$ cat config.mk
export PLATFORM = sky130hd
export DESIGN_NAME = load_return_unit
export DESIGN_NICKNAME = d
export VERILOG_FILES = /design/src/rtl/load_return_unit.sv
export SDC_FILE = /design/constraint.sdc
export NUM_CORES = 1
export LEC_CHECK = 0
export ABC_CLOCK_PERIOD_IN_PS = 5250
export CORE_MARGIN = 2
export CORE_UTILIZATION = 49
export CTS_CLUSTER_SIZE = 20
export DETAILED_ROUTE_END_ITERATION = 10
export GPL_TIMING_DRIVEN = 0
export PLACE_DENSITY = 0.95
export SYNTH_ARGS = -nofsm -noshare
export SYNTH_HDL_FRONTEND = slang
export SYNTH_SLANG_ARGS = --single-unit
$ cat constraint.sdc
create_clock -name clk -period 5.25 [get_ports clk]
set_input_delay 0.7875 -clock clk [delete_from_list [all_inputs] [get_ports clk]]
set_output_delay 0.7875 -clock clk [all_outputs]
set_load 0.03 [all_outputs]
$ cat src/rtl/load_return_unit.sv
// MEM-stage load path: alignment check, data-memory or peripheral-bridge read,
// little-endian lane extraction with sign/zero extension, pipeline stall and error reporting.
module load_return_unit #(
  parameter logic [15:0] DEV_BASE = 16'h7F00,
  parameter int          TIMEOUT  = 15
) (
  input  logic        clk,
  input  logic        reset,
  input  logic        flush,
  input  logic        ld_en,
  input  logic [2:0]  ld_sel,
  input  logic [31:0] addr,
  input  logic [31:0] dm_rdata,
  input  logic [31:0] dev_rdata,
  input  logic        dev_ready,
  output logic        dev_req,
  output logic [31:0] dev_addr,
  output logic [31:0] wb_data,
  output logic        wb_valid,
  output logic        stall,
  output logic        adel,
  output logic        dbe
);

  typedef enum logic [1:0] {IDLE, DM_WAIT, DEV_WAIT} state_t;

  localparam logic [7:0] LAST_WAIT = 8'(TIMEOUT - 1);

  state_t      state_q, state_d;
  logic [2:0]  sel_q, sel_d;
  logic [1:0]  off_q, off_d;
  logic [7:0]  cnt_q, cnt_d;
  logic        dev_req_q, dev_req_d;
  logic [31:0] dev_addr_q, dev_addr_d;
  logic [31:0] wb_data_q, wb_data_d;
  logic        wb_valid_q, wb_valid_d;
  logic        dbe_q, dbe_d;

  logic is_byte, is_half, is_word, in_dev, misaligned, req_ok;

  // Lane selection mirrors the store byte-enables: offset 0 is bits [7:0].
  function automatic logic [31:0] extract(input logic [2:0] sel, input logic [1:0] off,
                                          input logic [31:0] w);
    logic [7:0]  b;
    logic [15:0] h;
    case (off)
      2'd0:    b = w[7:0];
      2'd1:    b = w[15:8];
      2'd2:    b = w[23:16];
      default: b = w[31:24];
    endcase
    h = off[1] ? w[31:16] : w[15:0];
    case (sel)
      3'b001:  extract = {24'b0, b};
      3'b010:  extract = {{24{b[7]}}, b};
      3'b011:  extract = {16'b0, h};
      3'b100:  extract = {{16{h[15]}}, h};
      default: extract = w;
    endcase
  endfunction

  always_comb begin
    is_byte    = (ld_sel == 3'b001) || (ld_sel == 3'b010);
    is_half    = (ld_sel == 3'b011) || (ld_sel == 3'b100);
    is_word    = ~is_byte & ~is_half;
    in_dev     = (addr[31:16] == DEV_BASE);
    // The bridge only carries full words, so any narrower access there is an address error.
    misaligned = (is_half & addr[0]) | (is_word & (|addr[1:0])) | (~is_word & in_dev);
    req_ok     = ld_en & ~flush;
    adel       = (state_q == IDLE) & req_ok & misaligned;
    stall      = (state_q == IDLE) ? (req_ok & ~misaligned) : 1'b1;
  end

  always_comb begin
    state_d    = state_q;
    sel_d      = sel_q;
    off_d      = off_q;
    cnt_d      = cnt_q;
    dev_req_d  = dev_req_q;
    dev_addr_d = dev_addr_q;
    wb_data_d  = wb_data_q;
    wb_valid_d = 1'b0;
    dbe_d      = 1'b0;
    case (state_q)
      IDLE: begin
        if (req_ok && !misaligned) begin
          sel_d = ld_sel;
          off_d = addr[1:0];
          if (in_dev) begin
            dev_addr_d = {addr[31:2], 2'b00};
            dev_req_d  = 1'b1;
            cnt_d      = 8'd0;
            state_d    = DEV_WAIT;
          end else begin
            state_d = DM_WAIT;
          end
        end
      end
      DM_WAIT: begin
        state_d = IDLE;
        if (!flush) begin
          wb_data_d  = extract(sel_q, off_q, dm_rdata);
          wb_valid_d = 1'b1;
        end
      end
      DEV_WAIT: begin
        if (flush) begin
          dev_req_d = 1'b0;
          state_d   = IDLE;
        end else if (dev_ready) begin
          wb_data_d  = extract(sel_q, off_q, dev_rdata);
          wb_valid_d = 1'b1;
          dev_req_d  = 1'b0;
          state_d    = IDLE;
        end else if (cnt_q == LAST_WAIT) begin
          wb_data_d = 32'd0;
          dbe_d     = 1'b1;
          dev_req_d = 1'b0;
          state_d   = IDLE;
        end else begin
          cnt_d = cnt_q + 8'd1;
        end
      end
      default: state_d = IDLE;
    endcase
  end

  always_ff @(posedge clk or posedge reset) begin
    if (reset) begin
      state_q    <= IDLE;
      sel_q      <= 3'b000;
      off_q      <= 2'b00;
      cnt_q      <= 8'd0;
      dev_req_q  <= 1'b0;
      dev_addr_q <= 32'd0;
      wb_data_q  <= 32'd0;
      wb_valid_q <= 1'b0;
      dbe_q      <= 1'b0;
    end else begin
      state_q    <= state_d;
      sel_q      <= sel_d;
      off_q      <= off_d;
      cnt_q      <= cnt_d;
      dev_req_q  <= dev_req_d;
      dev_addr_q <= dev_addr_d;
      wb_data_q  <= wb_data_d;
      wb_valid_q <= wb_valid_d;
      dbe_q      <= dbe_d;
    end
  end

  assign dev_req  = dev_req_q;
  assign dev_addr = dev_addr_q;
  assign wb_data  = wb_data_q;
  assign wb_valid = wb_valid_q;
  assign dbe      = dbe_q;

endmodule

==> results.txt <==
----------------------------------------------------
[GRT]
  Pin count of the biggest net entering global routing ... 48
  Vias in the first global route ... ~4700
  Overall fraction of global-route tracks in use ... 0.311
  Congestion Overflow GR ... 0
  First-pass GRT wire length ... 25000 um
  Antenna violations before repair ... 0

[Timing]
  Slack of the critical path ... roughly 1.1 ns
  RSZ-0062 raised after global routing ... false
  Final-report max-slew violation count ... 0
  Tcrit/Tclk final ... 0.783
  Relative slew margins ... 0.241
  Final total negative setup slack ... 0 ns
  Peak clock frequency supported by timing ... about 240 MHz
  Fin Clk Skew ... 0.0135 ns
  Transition time at the pin with the least slew margin ... about 1.1 ns
  Hold WS ... approximately 0.47 ns
  Tmin final ... 4.11 ns
  Number of hold-slack violations in the final timing report ... 0
  Final setup fails ... 0

[Clock tree]
  CTS tree ... done
  Root buf cell ... sky130_fd_sc_hd__clkbuf_8
  TritonCTS Buffers ... 9
  Insertion delay of the later-clocked pin in the worst-skew pair ... roughly 0.38 ns
  Largest buffer count on any clock path ... 2
  Total number of H-tree levels ... 3
  Total of cells resized after clock tree synthesis ... 0
  Hold-fix buffers at CTS ... 0
  Clock slew at reported path FFs ... ~0.08 ns
  Sinks on Clock Net ... 80
  Setup Buffers After CTS ... 0

[Routing]
  Sum of routed wire length over all layers ... around 16000 um
  Via count normalized by instance count ... approximately 6.0
  First-pass DRT Iterations ... 5
  Drt first-iter violations ... approximately 460
  Detailed-route wire length per cell ... between 15 and 20 um
  Final routed DRC violation total ... 0
  Antenna Nets Post-Route ... 0
  Routed via count ... about 5000

[Hold path]
  Tightest Hold Check Type ... reg2reg

[Floorplan]
  Vertical die dimension ... roughly 100 um
  Standard-cell row count ... 36
  Starting utilization of the core area ... 0.497
  Die width ... roughly 100 um
  Area of the die ... about 11000 um2
  Area inside the core boundary ... 9590 um2
  I/O pin count ... ~170

[Pwr]
  Leakage power figure ... about 2.8 nW
  Overall power consumption ... ~3.1 mW
  Worst vdd rail ir drop ... 314 uV
  Power Dens Cells ... between 400 and 500 nW/um2

[Placed design]
  HPWL after detailed placement ... ~13000 um
  Setup Slack @ Placement ... ~1.1 ns
  Total cell area at the placement stage ... about 6700 um2
  Placed cell count ... around 820
  Count of input and output buffers ... around 170
  Final estimated routing congestion in global placement ... between 0.9 and 1

[Logic synthesis]
  Share of flip-flops with an asynchronous set or reset ... 1.00
  Cell type with the highest aggregate area in the netlist ... sky130_fd_sc_hd__dfrtp_1
  Proportion of netlist area held by the largest area contributor ... 0.420
  Mean instance size in the synthesized netlist ... roughly 9.2 um2
  Cells after Synth ... a little over 500
  Leading post-synthesis cells by cell area ... sky130_fd_sc_hd__dfrtp_1, sky130_fd_sc_hd__mux2_2, sky130_fd_sc_hd__nor2_1
  Number of register bits inferred by synthesis ... 80
  Yosys Warn Count ... 0
  Library cells used by synthesis ... a little over 60
  Ys flop type ... sky130_fd_sc_hd__dfrtp_1
  Post-Synthesis Cell Area ... about 4800 um2
  Post-synthesis sequential area ratio ... 0.420
  Number of flops mapped to enable cells by yosys ... 0

[Cells and area]
  Number of standard cells in the layout, taps in and fillers out ... between 800 and 900
  Number of diodes added for antenna fixing ... 0
  Final std cell area, no fill ... 6880 um2
  Fraction of layout cells with a size suffix above 1 ... 0.0824
  Core occupancy in the finished layout ... 0.717
  Final-stage net count ... 808
  Area growth from synthesis to layout ... 44.1%

[Critical path]
  Worst Setup Start Kind ... input port
  Crit-path most repeated cell ... sky130_fd_sc_hd__clkdlybuf4s50_1
  Stage delay of the slowest cell on the critical path ... about 0.74 ns
  Critical Path End Type ... output pin
  Crit-path cells ... clkdlybuf4s50_1 > or3_1 > a211o_1 > a21boi_0 > o21ai_0 > clkdlybuf4s50_1
  Worst Path Max Fanout ... 6
  Data required time at the worst endpoint ... roughly 4.5 ns
  Arr. time, crit path ... 3.32 ns
  Critical path start-end classification ... in2out
  Cell with the biggest individual delay on the critical path ... sky130_fd_sc_hd__clkdlybuf4s50_1

[Job]
  Maximum Capacitance Violations ... 0

[Run status]
  Outcome ... finished clean

----------------------------------------------------
==> worst max-delay path, delay by kind of cell <==
family                 cells  cell delay [ns]
buffers and inverters      2             1.23
AO/OA/AOI/OAI              3             0.91
AND/OR/NAND/NOR            1             0.40
==> logic make-up after synthesis <==
family,after synthesis,synth area share
other,1,0.000786
and+or+nand+nor,189,0.198
adders and majority gates,5,0.0131
xor gates and xnor gates,3,0.00551
buffers and inverters,44,0.0417
muxes,35,0.0834
AOI/OAI and AO/OA,160,0.238
DFF,80,0.420
==> final cells by class <==
class / count / area, um2
clock inverters: 7 / 87.6
fillers: 745 / 2720
inverters: 6 / 25.0
well taps: 133 / 166
flip-flops and latches: 80 / 2000
clock buffers: 9 / 124
multi-input cells: 394 / 2570
plain buffers: 38 / 176
repair buffers: 170 / 1720
==> power by group <==
| part | internal, mW | switching [mW] |
|---|---|---|
| combinational | 0.670 | 1.09 |
| sequential | 0.759 | 0.0883 |
| clock | 0.228 | 0.259 |
==> final timing paths <==
| path | startpoint | end | slack, ns | cells after the start |
|---|---|---|---|---|
| worst min-delay path | dev_addr[24]$_DFFE_PP0P_ | dev_addr[24]$_DFFE_PP0P_ | 0.47 | 1 |
| min in group asynchronous | reset | wb_data[0]$_DFFE_PP0P_ | 0.78 | 2 |
| max in group asynchronous | reset | wb_data[14]$_DFFE_PP0P_ | 3.88 | 3 |
| worst max register to register | state_q[0]$_DFFE_PP0P_ | wb_data[20]$_DFFE_PP0P_ | 2.26 | 8 |
| worst min register to register | dev_addr[24]$_DFFE_PP0P_ | dev_addr[24]$_DFFE_PP0P_ | 0.47 | 1 |
| worst max-delay path | ld_sel[0] | stall | 1.14 | 6 |
==> routing by layer <==
| metal | wire (um) | track usage |
|---|---|---|
| met5 | 0 | 0 |
| met1 | 6850 | 0.437 |
| met2 | 7650 | 0.494 |
| met4 | 407 | 0.0944 |
| met3 | 1520 | 0.0536 |
==> flip-flops by register name, indices dropped and copies added, names as in the netlist <==
register  cells
wb_data      32
dev_req       1
dbe           1
dev_addr     30
cnt_q         8
sel_q         3
state_q       2
off_q         2
wb_valid      1
==> cells in the mapped netlist, drive strengths merged, types with 7 or more instances <==
library cell / number
nand2: 52
mux2: 18
a221oi: 7
and2: 10
a211oi: 10
a21oi: 19
buf: 16
mux2i: 15
dfrtp: 80
o21ai: 36
nand3: 13
nand2b: 13
o221ai: 18
o211ai: 9
clkbuf: 22
a31oi: 24
nor2b: 13
a22o: 15
nor2: 54
==> layout by cell type (no fill, tap or decap), types with 15 or more instances in the layout <==
cell                              Yosys  final
sky130_fd_sc_hd__nor2_1              54     54
sky130_fd_sc_hd__o21ai_0             36     36
sky130_fd_sc_hd__a31oi_1             24     24
sky130_fd_sc_hd__nand2_1             52     52
sky130_fd_sc_hd__mux2i_1             15     15
sky130_fd_sc_hd__mux2_2              18     18
sky130_fd_sc_hd__a22o_1              15     15
sky130_fd_sc_hd__o221ai_1            18     18
sky130_fd_sc_hd__clkdlybuf4s50_1      0    169
sky130_fd_sc_hd__dfrtp_1             80     80
sky130_fd_sc_hd__clkbuf_1            21     21
sky130_fd_sc_hd__a21oi_1             18     18
No activity file was read; power rests on OpenSTA's default activity.
